File: config.mk
export PLATFORM = sky130hd
export DESIGN_NAME = load_store_unit
export DESIGN_NICKNAME = d
export VERILOG_FILES = /design/src/rtl/load_store_unit_pkg.sv /design/src/rtl/load_store_unit_align.sv /design/src/rtl/load_store_unit.sv
export SDC_FILE = /design/constraint.sdc
export NUM_CORES = 1
export LEC_CHECK = 0
export ABC_AREA = 1
export CAP_MARGIN = 10
export CORE_MARGIN = 1
export CORE_UTILIZATION = 49
export DETAILED_ROUTE_END_ITERATION = 8
export PLACE_DENSITY = 0.94
export SLEW_MARGIN = 15
export SYNTH_ARGS = -nofsm -noshare
export SYNTH_HDL_FRONTEND = slang
export SYNTH_SLANG_ARGS = --single-unit
File: constraint.sdc
create_clock -name clk -period 3 [get_ports clk]
set_input_delay 0.3 -clock clk [delete_from_list [all_inputs] [get_ports clk]]
set_output_delay 0.3 -clock clk [all_outputs]
set_load 0.005 [all_outputs]
File: src/rtl/load_store_unit_pkg.sv
// Shared types for the load/store unit: access encodings, FSM states,
// exception causes and load/store classification helpers.
package load_store_unit_pkg;

  typedef enum logic [3:0] {
    NONE = 4'd0,
    LB   = 4'd1,
    LH   = 4'd2,
    LW   = 4'd3,
    LBU  = 4'd4,
    LHU  = 4'd5,
    SB   = 4'd6,
    SH   = 4'd7,
    SW   = 4'd8
  } mem_access_type;

  typedef enum logic [1:0] {
    IDLE = 2'd0,
    BUS  = 2'd1,
    RESP = 2'd2,
    EXC  = 2'd3
  } lsu_state_t;

  localparam logic [3:0] EXC_LOAD_MISALIGNED  = 4'd4;
  localparam logic [3:0] EXC_LOAD_FAULT       = 4'd5;
  localparam logic [3:0] EXC_STORE_MISALIGNED = 4'd6;
  localparam logic [3:0] EXC_STORE_FAULT      = 4'd7;

  function automatic logic is_load(input mem_access_type t);
    return (t == LB) || (t == LH) || (t == LW) || (t == LBU) || (t == LHU);
  endfunction

  function automatic logic is_store(input mem_access_type t);
    return (t == SB) || (t == SH) || (t == SW);
  endfunction

endpackage

File: src/rtl/load_store_unit_align.sv
// Byte-lane logic for the load/store unit: store lane placement, load
// extraction with sign/zero extension, and the misalignment check on the
// operation being offered at the input.
module load_store_unit_align
  import load_store_unit_pkg::*;
(
  input  mem_access_type i_type,
  input  logic [1:0]     i_lane,
  input  logic [31:0]    i_store_data,
  input  logic [31:0]    i_rdata,
  input  mem_access_type i_chk_type,
  input  logic [1:0]     i_chk_lane,
  output logic [31:0]    o_wdata,
  output logic [3:0]     o_wstrb,
  output logic [31:0]    o_load_data,
  output logic           o_misaligned
);

  logic [7:0]  w_byte;
  logic [15:0] w_half;

  // store data replication and byte enables; loads drive nothing onto the bus
  always_comb begin
    o_wdata = 32'h0;
    o_wstrb = 4'b0000;
    case (i_type)
      SB: begin
        o_wdata = {4{i_store_data[7:0]}};
        o_wstrb = 4'b0001 << i_lane;
      end
      SH: begin
        o_wdata = {2{i_store_data[15:0]}};
        o_wstrb = i_lane[1] ? 4'b1100 : 4'b0011;
      end
      SW: begin
        o_wdata = i_store_data;
        o_wstrb = 4'b1111;
      end
      default: ;
    endcase
  end

  // pick the addressed byte/half out of the read word and extend it
  always_comb begin
    w_byte = 8'h0;
    case (i_lane)
      2'd0: w_byte = i_rdata[7:0];
      2'd1: w_byte = i_rdata[15:8];
      2'd2: w_byte = i_rdata[23:16];
      default: w_byte = i_rdata[31:24];
    endcase
    w_half = i_lane[1] ? i_rdata[31:16] : i_rdata[15:0];
    o_load_data = 32'h0;
    case (i_type)
      LB:  o_load_data = {{24{w_byte[7]}}, w_byte};
      LBU: o_load_data = {24'h0, w_byte};
      LH:  o_load_data = {{16{w_half[15]}}, w_half};
      LHU: o_load_data = {16'h0, w_half};
      LW:  o_load_data = i_rdata;
      default: ;
    endcase
  end

  // halves need an even address, words a 4-byte aligned one
  always_comb begin
    o_misaligned = 1'b0;
    case (i_chk_type)
      LH, LHU, SH: o_misaligned = i_chk_lane[0];
      LW, SW:      o_misaligned = (i_chk_lane != 2'b00);
      default:     o_misaligned = 1'b0;
    endcase
  end

endmodule

File: src/rtl/load_store_unit.sv
// Memory stage: accepts one decoded load/store, runs a single req/ack data
// bus transaction with timeout, and reports either a writeback or an
// exception pulse.
module load_store_unit
  import load_store_unit_pkg::*;
#(
  parameter int TIMEOUT_CYCLES = 256
) (
  input  logic           clk,
  input  logic           rst_n,
  input  logic           in_valid,
  output logic           in_ready,
  input  mem_access_type access_type,
  input  logic [31:0]    addr,
  input  logic [31:0]    store_data,
  input  logic [4:0]     rd,
  output logic           mem_req,
  output logic           mem_we,
  output logic [31:0]    mem_addr,
  output logic [3:0]     mem_wstrb,
  output logic [31:0]    mem_wdata,
  input  logic           mem_ack,
  input  logic           mem_err,
  input  logic [31:0]    mem_rdata,
  output logic           wb_valid,
  output logic           wb_we,
  output logic [4:0]     wb_rd,
  output logic [31:0]    wb_data,
  output logic           exc_valid,
  output logic [3:0]     exc_cause,
  output logic [31:0]    exc_tval
);

  localparam int CW = (TIMEOUT_CYCLES < 2) ? 1 : $clog2(TIMEOUT_CYCLES + 1);

  lsu_state_t     r_state;
  lsu_state_t     w_next_state;
  mem_access_type r_type;
  logic [31:0]    r_addr;
  logic [31:0]    r_store_data;
  logic [4:0]     r_rd;
  logic [CW-1:0]  r_cnt;
  logic [3:0]     r_cause;
  logic [31:0]    r_wb_data;

  logic           w_accept;
  logic           w_misaligned;
  logic           w_timeout;
  logic           w_in_bus;
  logic [31:0]    w_wdata;
  logic [3:0]     w_wstrb;
  logic [31:0]    w_load_data;

  assign w_accept  = in_valid && in_ready;
  assign w_in_bus  = (r_state == BUS);
  // last unacknowledged cycle: the counter holds how many have gone before
  assign w_timeout = (r_cnt == CW'(TIMEOUT_CYCLES - 1));

  load_store_unit_align u_align (
    .i_type       (r_type),
    .i_lane       (r_addr[1:0]),
    .i_store_data (r_store_data),
    .i_rdata      (mem_rdata),
    .i_chk_type   (access_type),
    .i_chk_lane   (addr[1:0]),
    .o_wdata      (w_wdata),
    .o_wstrb      (w_wstrb),
    .o_load_data  (w_load_data),
    .o_misaligned (w_misaligned)
  );

  // state register
  always_ff @(posedge clk or negedge rst_n) begin
    if (!rst_n) r_state <= IDLE;
    else        r_state <= w_next_state;
  end

  // next-state decode; an ack beats a timeout landing on the same cycle
  always_comb begin
    w_next_state = r_state;
    case (r_state)
      IDLE: begin
        if (w_accept && (access_type != NONE))
          w_next_state = w_misaligned ? EXC : BUS;
      end
      BUS: begin
        if (mem_ack)        w_next_state = mem_err ? EXC : RESP;
        else if (w_timeout) w_next_state = EXC;
      end
      RESP:    w_next_state = IDLE;
      EXC:     w_next_state = IDLE;
      default: w_next_state = IDLE;
    endcase
  end

  // operation latches, timeout counter, exception cause and load result
  always_ff @(posedge clk or negedge rst_n) begin
    if (!rst_n) begin
      r_type       <= NONE;
      r_addr       <= 32'h0;
      r_store_data <= 32'h0;
      r_rd         <= 5'd0;
      r_cnt        <= '0;
      r_cause      <= 4'd0;
      r_wb_data    <= 32'h0;
    end else if (r_state == IDLE) begin
      if (w_accept) begin
        r_type       <= access_type;
        r_addr       <= addr;
        r_store_data <= store_data;
        r_rd         <= rd;
        r_cnt        <= '0;
        r_wb_data    <= 32'h0;
        r_cause      <= is_load(access_type) ? EXC_LOAD_MISALIGNED
                                             : EXC_STORE_MISALIGNED;
      end
    end else if (w_in_bus) begin
      if (mem_ack) begin
        if (mem_err)
          r_cause <= is_load(r_type) ? EXC_LOAD_FAULT : EXC_STORE_FAULT;
        else if (is_load(r_type))
          r_wb_data <= w_load_data;
      end else begin
        r_cnt <= r_cnt + 1'b1;
        if (w_timeout)
          r_cause <= is_load(r_type) ? EXC_LOAD_FAULT : EXC_STORE_FAULT;
      end
    end
  end

  // outputs decoded from registered state so they drop straight away on reset
  always_comb begin
    in_ready  = (r_state == IDLE);
    mem_req   = w_in_bus;
    mem_we    = w_in_bus && is_store(r_type);
    mem_addr  = w_in_bus ? {r_addr[31:2], 2'b00} : 32'h0;
    mem_wstrb = w_in_bus ? w_wstrb : 4'b0000;
    mem_wdata = w_in_bus ? w_wdata : 32'h0;
    wb_valid  = (r_state == RESP);
    wb_we     = wb_valid && is_load(r_type) && (r_rd != 5'd0);
    wb_rd     = wb_valid ? r_rd : 5'd0;
    wb_data   = wb_valid ? r_wb_data : 32'h0;
    exc_valid = (r_state == EXC);
    exc_cause = exc_valid ? r_cause : 4'd0;
    exc_tval  = exc_valid ? r_addr : 32'h0;
  end

endmodule
==> impl_results.md <==
- Fin. Hold Viols: 0
- Congestion Overflow GR: 0
- GRT Total Usage: 32.3%
- Initial Utilization: about half
- Skew final: roughly 0.0078 ns
- Average size of a mapped cell: 6.61 µm²
- Critical Path, Cell by Cell: inv_2 > nand2_1 > nor3_2 > buf_4 > nor2_1 > o21ai_0 > nand2_1 > inv_1 > clkdlybuf4s50_1
- Number of global-route vias before repair: 7368
- PD cells: slightly below 900 nW/µm²
- Sequential cell area fraction in the yosys report: between 40 and 50%
- Die area: 14700 µm²
- Clock Sinks: between 100 and 150
- Most frequent cells in the layout: 359 x nand2_1, 252 x clkdlybuf4s50_1, 156 x inv_1, 145 x nor2_1, 118 x dfrtp_1
- I/O Buffers: 253
- Critical path class: register to output port
- Worst-Skew Late Latency: 0.42 ns
- Fin util: 73.4%
- Status: complete, no violations
- Net count reported at finish: between 1000 and 1500
- Maximum clock path buffer count: 2
- Most used cell, CP: nand2_1
- DR WL/cell: roughly 16 µm
- Filler cells: 1046
- Finish-stage setup viols: 0
- RePlAce Congestion: 0.944
- Synthesized cell area: 6960 µm²
- Slew margin rel.: 41.6%
- Tot Pwr: roughly 8900 µW
- Crit path DAT: 2.55 ns
- Row cnt: 43
- CTS tree: yes
- I/O pin count: 257
- Seq cells post-synth: about 120
- First-pass GRT wire length: 36200 µm
- Setup crit end kind: output port
- Clock root cell: clkbuf_16
- Netlist cell types: 36
- Max-Cap Viols: 0
- DRT Pass-1 Iters: 8
- Initial antenna violation count: 1
- Commonest non-fill, non-tap cell in the layout: nand2_1
- Hold Path Class: input port to register
- Synth Warn #: 0
- ANT nets after route: 0
- Worst EP required: 2.70 ns
- Final worst path period need: 2.85 ns
- Pleak: just under 0.005 µW
- Largest net degree at the start of global routing: 80
- F_max: between 300 and 400 MHz
- VDD IR max: 0.593 mV
- Slowest stage delay, CP: 0.49 ns
- Critical path startpoint category: register
- Initial DRC count: 1058
- Vias: 7715
- Worst-path clk slew: 0.05 ns
- Die W: 121 µm
- Critical path fanouts, max: 9
- Cts bufs inserted: 17
- Period utilization: 95.1%
- Die height: between 100 and 150 µm
- Mapped Cells: 1053
- Drt total wl: approximately 23000 µm
- Ratio of cells with drive above 1 in the final layout: 5.84%
- Slew Limit Fails: 0
- Core Footprint: between 10000 and 15000 µm²
- Worst-margin pin slew: about 0.87 ns
- Slowest cell on the critical path: clkdlybuf4s50_1
- Final HPWL DP: 16800 µm
- Area grow syn2layout: 46.4%
- H-tree depth: 4
- Residual DRC: 0
- Vias per cell: between 5 and 6
## where the power goes
| part | internal, µW | leakage, µW | switching, µW |
|---|---|---|---|
| clock network | 1330 | 0.000292 | 700 |
| logic | 1730 | 0.00314 | 2520 |
| registers | 2260 | 0.00151 | 406 |
## per-stage QoR
stage	hold WS (ns)	cells	TNS [ns]	cell area, µm²	setup WS, ns
after detailed placement	0.339	1448	0	9560	0.501
final	0.413	1483	0	10200	0.148
after CTS	0.405	1480	0	10200	0.0312
after global placement	0.332	1448	0	9560	0.559
after floorplan	0.00441	1055	0	6970	1.42
after global routing	0.422	1483	-0.00820	10200	-0.00820
## cell type report
type / count / area [µm²] / share of cell area (%)
antenna: 1 / 2.50 / 0.0246
clock buffer: 21 / 460 / 4.52
clock inverter: 10 / 128 / 1.25
inverter: 167 / 636 / 6.24
multi-input combinational: 717 / 3090 / 30.3
sequential: 119 / 2980 / 29.2
tap: 180 / 225 / 2.21
timing repair buffer: 268 / 2670 / 26.2
## metal layers
layer | share of wire (%) | vias to the layer above | routed length [µm] | GRT usage, %
met5 | 0 | - | 0 | 0
met4 | 5.2 | 0 | 1200 | 18.3
met3 | 8.5 | 93 | 1970 | 6.63
met2 | 49 | 419 | 11300 | 55.1
met1 | 38 | 3548 | 8700 | 37.9
li1 | - | 3655 | - | -
## registers in the layout (all words and copies together), names as in the netlist
name and cells:
r_addr 32, r_store_data 32, r_wb_data 32, r_cnt 9, r_rd 5, r_type 4, r_cause 3, r_state 2
## timing repair
action	CTS	global route
endpoints found under the hold margin	42	0
gates resized for setup	1	6
endpoints found under the setup margin	6	29
pin swaps	0	1
buffers inserted	0	2
hold buffers	1	0
## cells in the mapped netlist
cell | n | share of area, %
buf_4 | 8 | 0.86
buf_1 | 2 | 0.11
a21oi_2 | 1 | 0.13
buf_2 | 19 | 1.4
o21bai_1 | 1 | 0.11
clkbuf_1 | 18 | 0.97
o211ai_1 | 8 | 0.86
clkinv_2 | 1 | 0.072
o21a_1 | 1 | 0.11
a211oi_1 | 1 | 0.11
o21ai_1 | 13 | 0.93
inv_4 | 1 | 0.090
nor2_1 | 145 | 7.8
nor2_2 | 3 | 0.27
o21ai_0 | 84 | 6.0
conb_1 | 1 | 0.054
ha_1 | 2 | 0.36
clkinv_1 | 2 | 0.11
nand3_1 | 49 | 3.5
o211ai_4 | 1 | 0.31
nor4_1 | 1 | 0.090
a21oi_1 | 23 | 1.7
buf_6 | 4 | 0.65
inv_2 | 5 | 0.27
nand2_1 | 359 | 19
inv_1 | 158 | 8.5
a31oi_2 | 1 | 0.18
dfrtp_1 | 119 | 43
nor3_1 | 5 | 0.36
clkbuf_2 | 1 | 0.072
nor3_2 | 1 | 0.14
nand3_2 | 3 | 0.43
nand2_4 | 1 | 0.16
nor2_4 | 2 | 0.32
o22ai_1 | 2 | 0.18
nand2_2 | 7 | 0.63
## worst max-delay path, delay by kind of cell, from the launching register on
kind,cells,cell delay [ns]
buffers and inverters,4,0.85
AO/OA/AOI/OAI,1,0.24
flip-flops,1,0.44
AND/OR/NAND/NOR,4,0.60
## path summary, 6_finish.rpt
check | endpoint | slack [ns] | from | cells after the start
worst min register to register | r_cause[2] | 0.46 | r_cause[2] | 2
min in group asynchronous | r_wb_data[18] | 0.43 | rst_n | 2
worst min-delay path | r_store_data[20] | 0.41 | store_data[20] | 3
worst max-delay path | mem_wdata[14] | 0.15 | r_type[1] | 9
max in group asynchronous | r_store_data[2] | 1.85 | rst_n | 3
worst max register to register | r_wb_data[24] | 0.91 | r_type[3] | 9
## cells by family after synthesis
| kind of cell | after synthesis | synth area share (%) |
|---|---|---|
| compound gates | 136 | 10.6 |
| other cells | 1 | 0.0539 |
| buf+inv | 219 | 13.1 |
| fa+ha+maj | 2 | 0.359 |
| simple gates | 576 | 33.1 |
| flops | 119 | 42.8 |
Power figures use the tool's default switching activity.
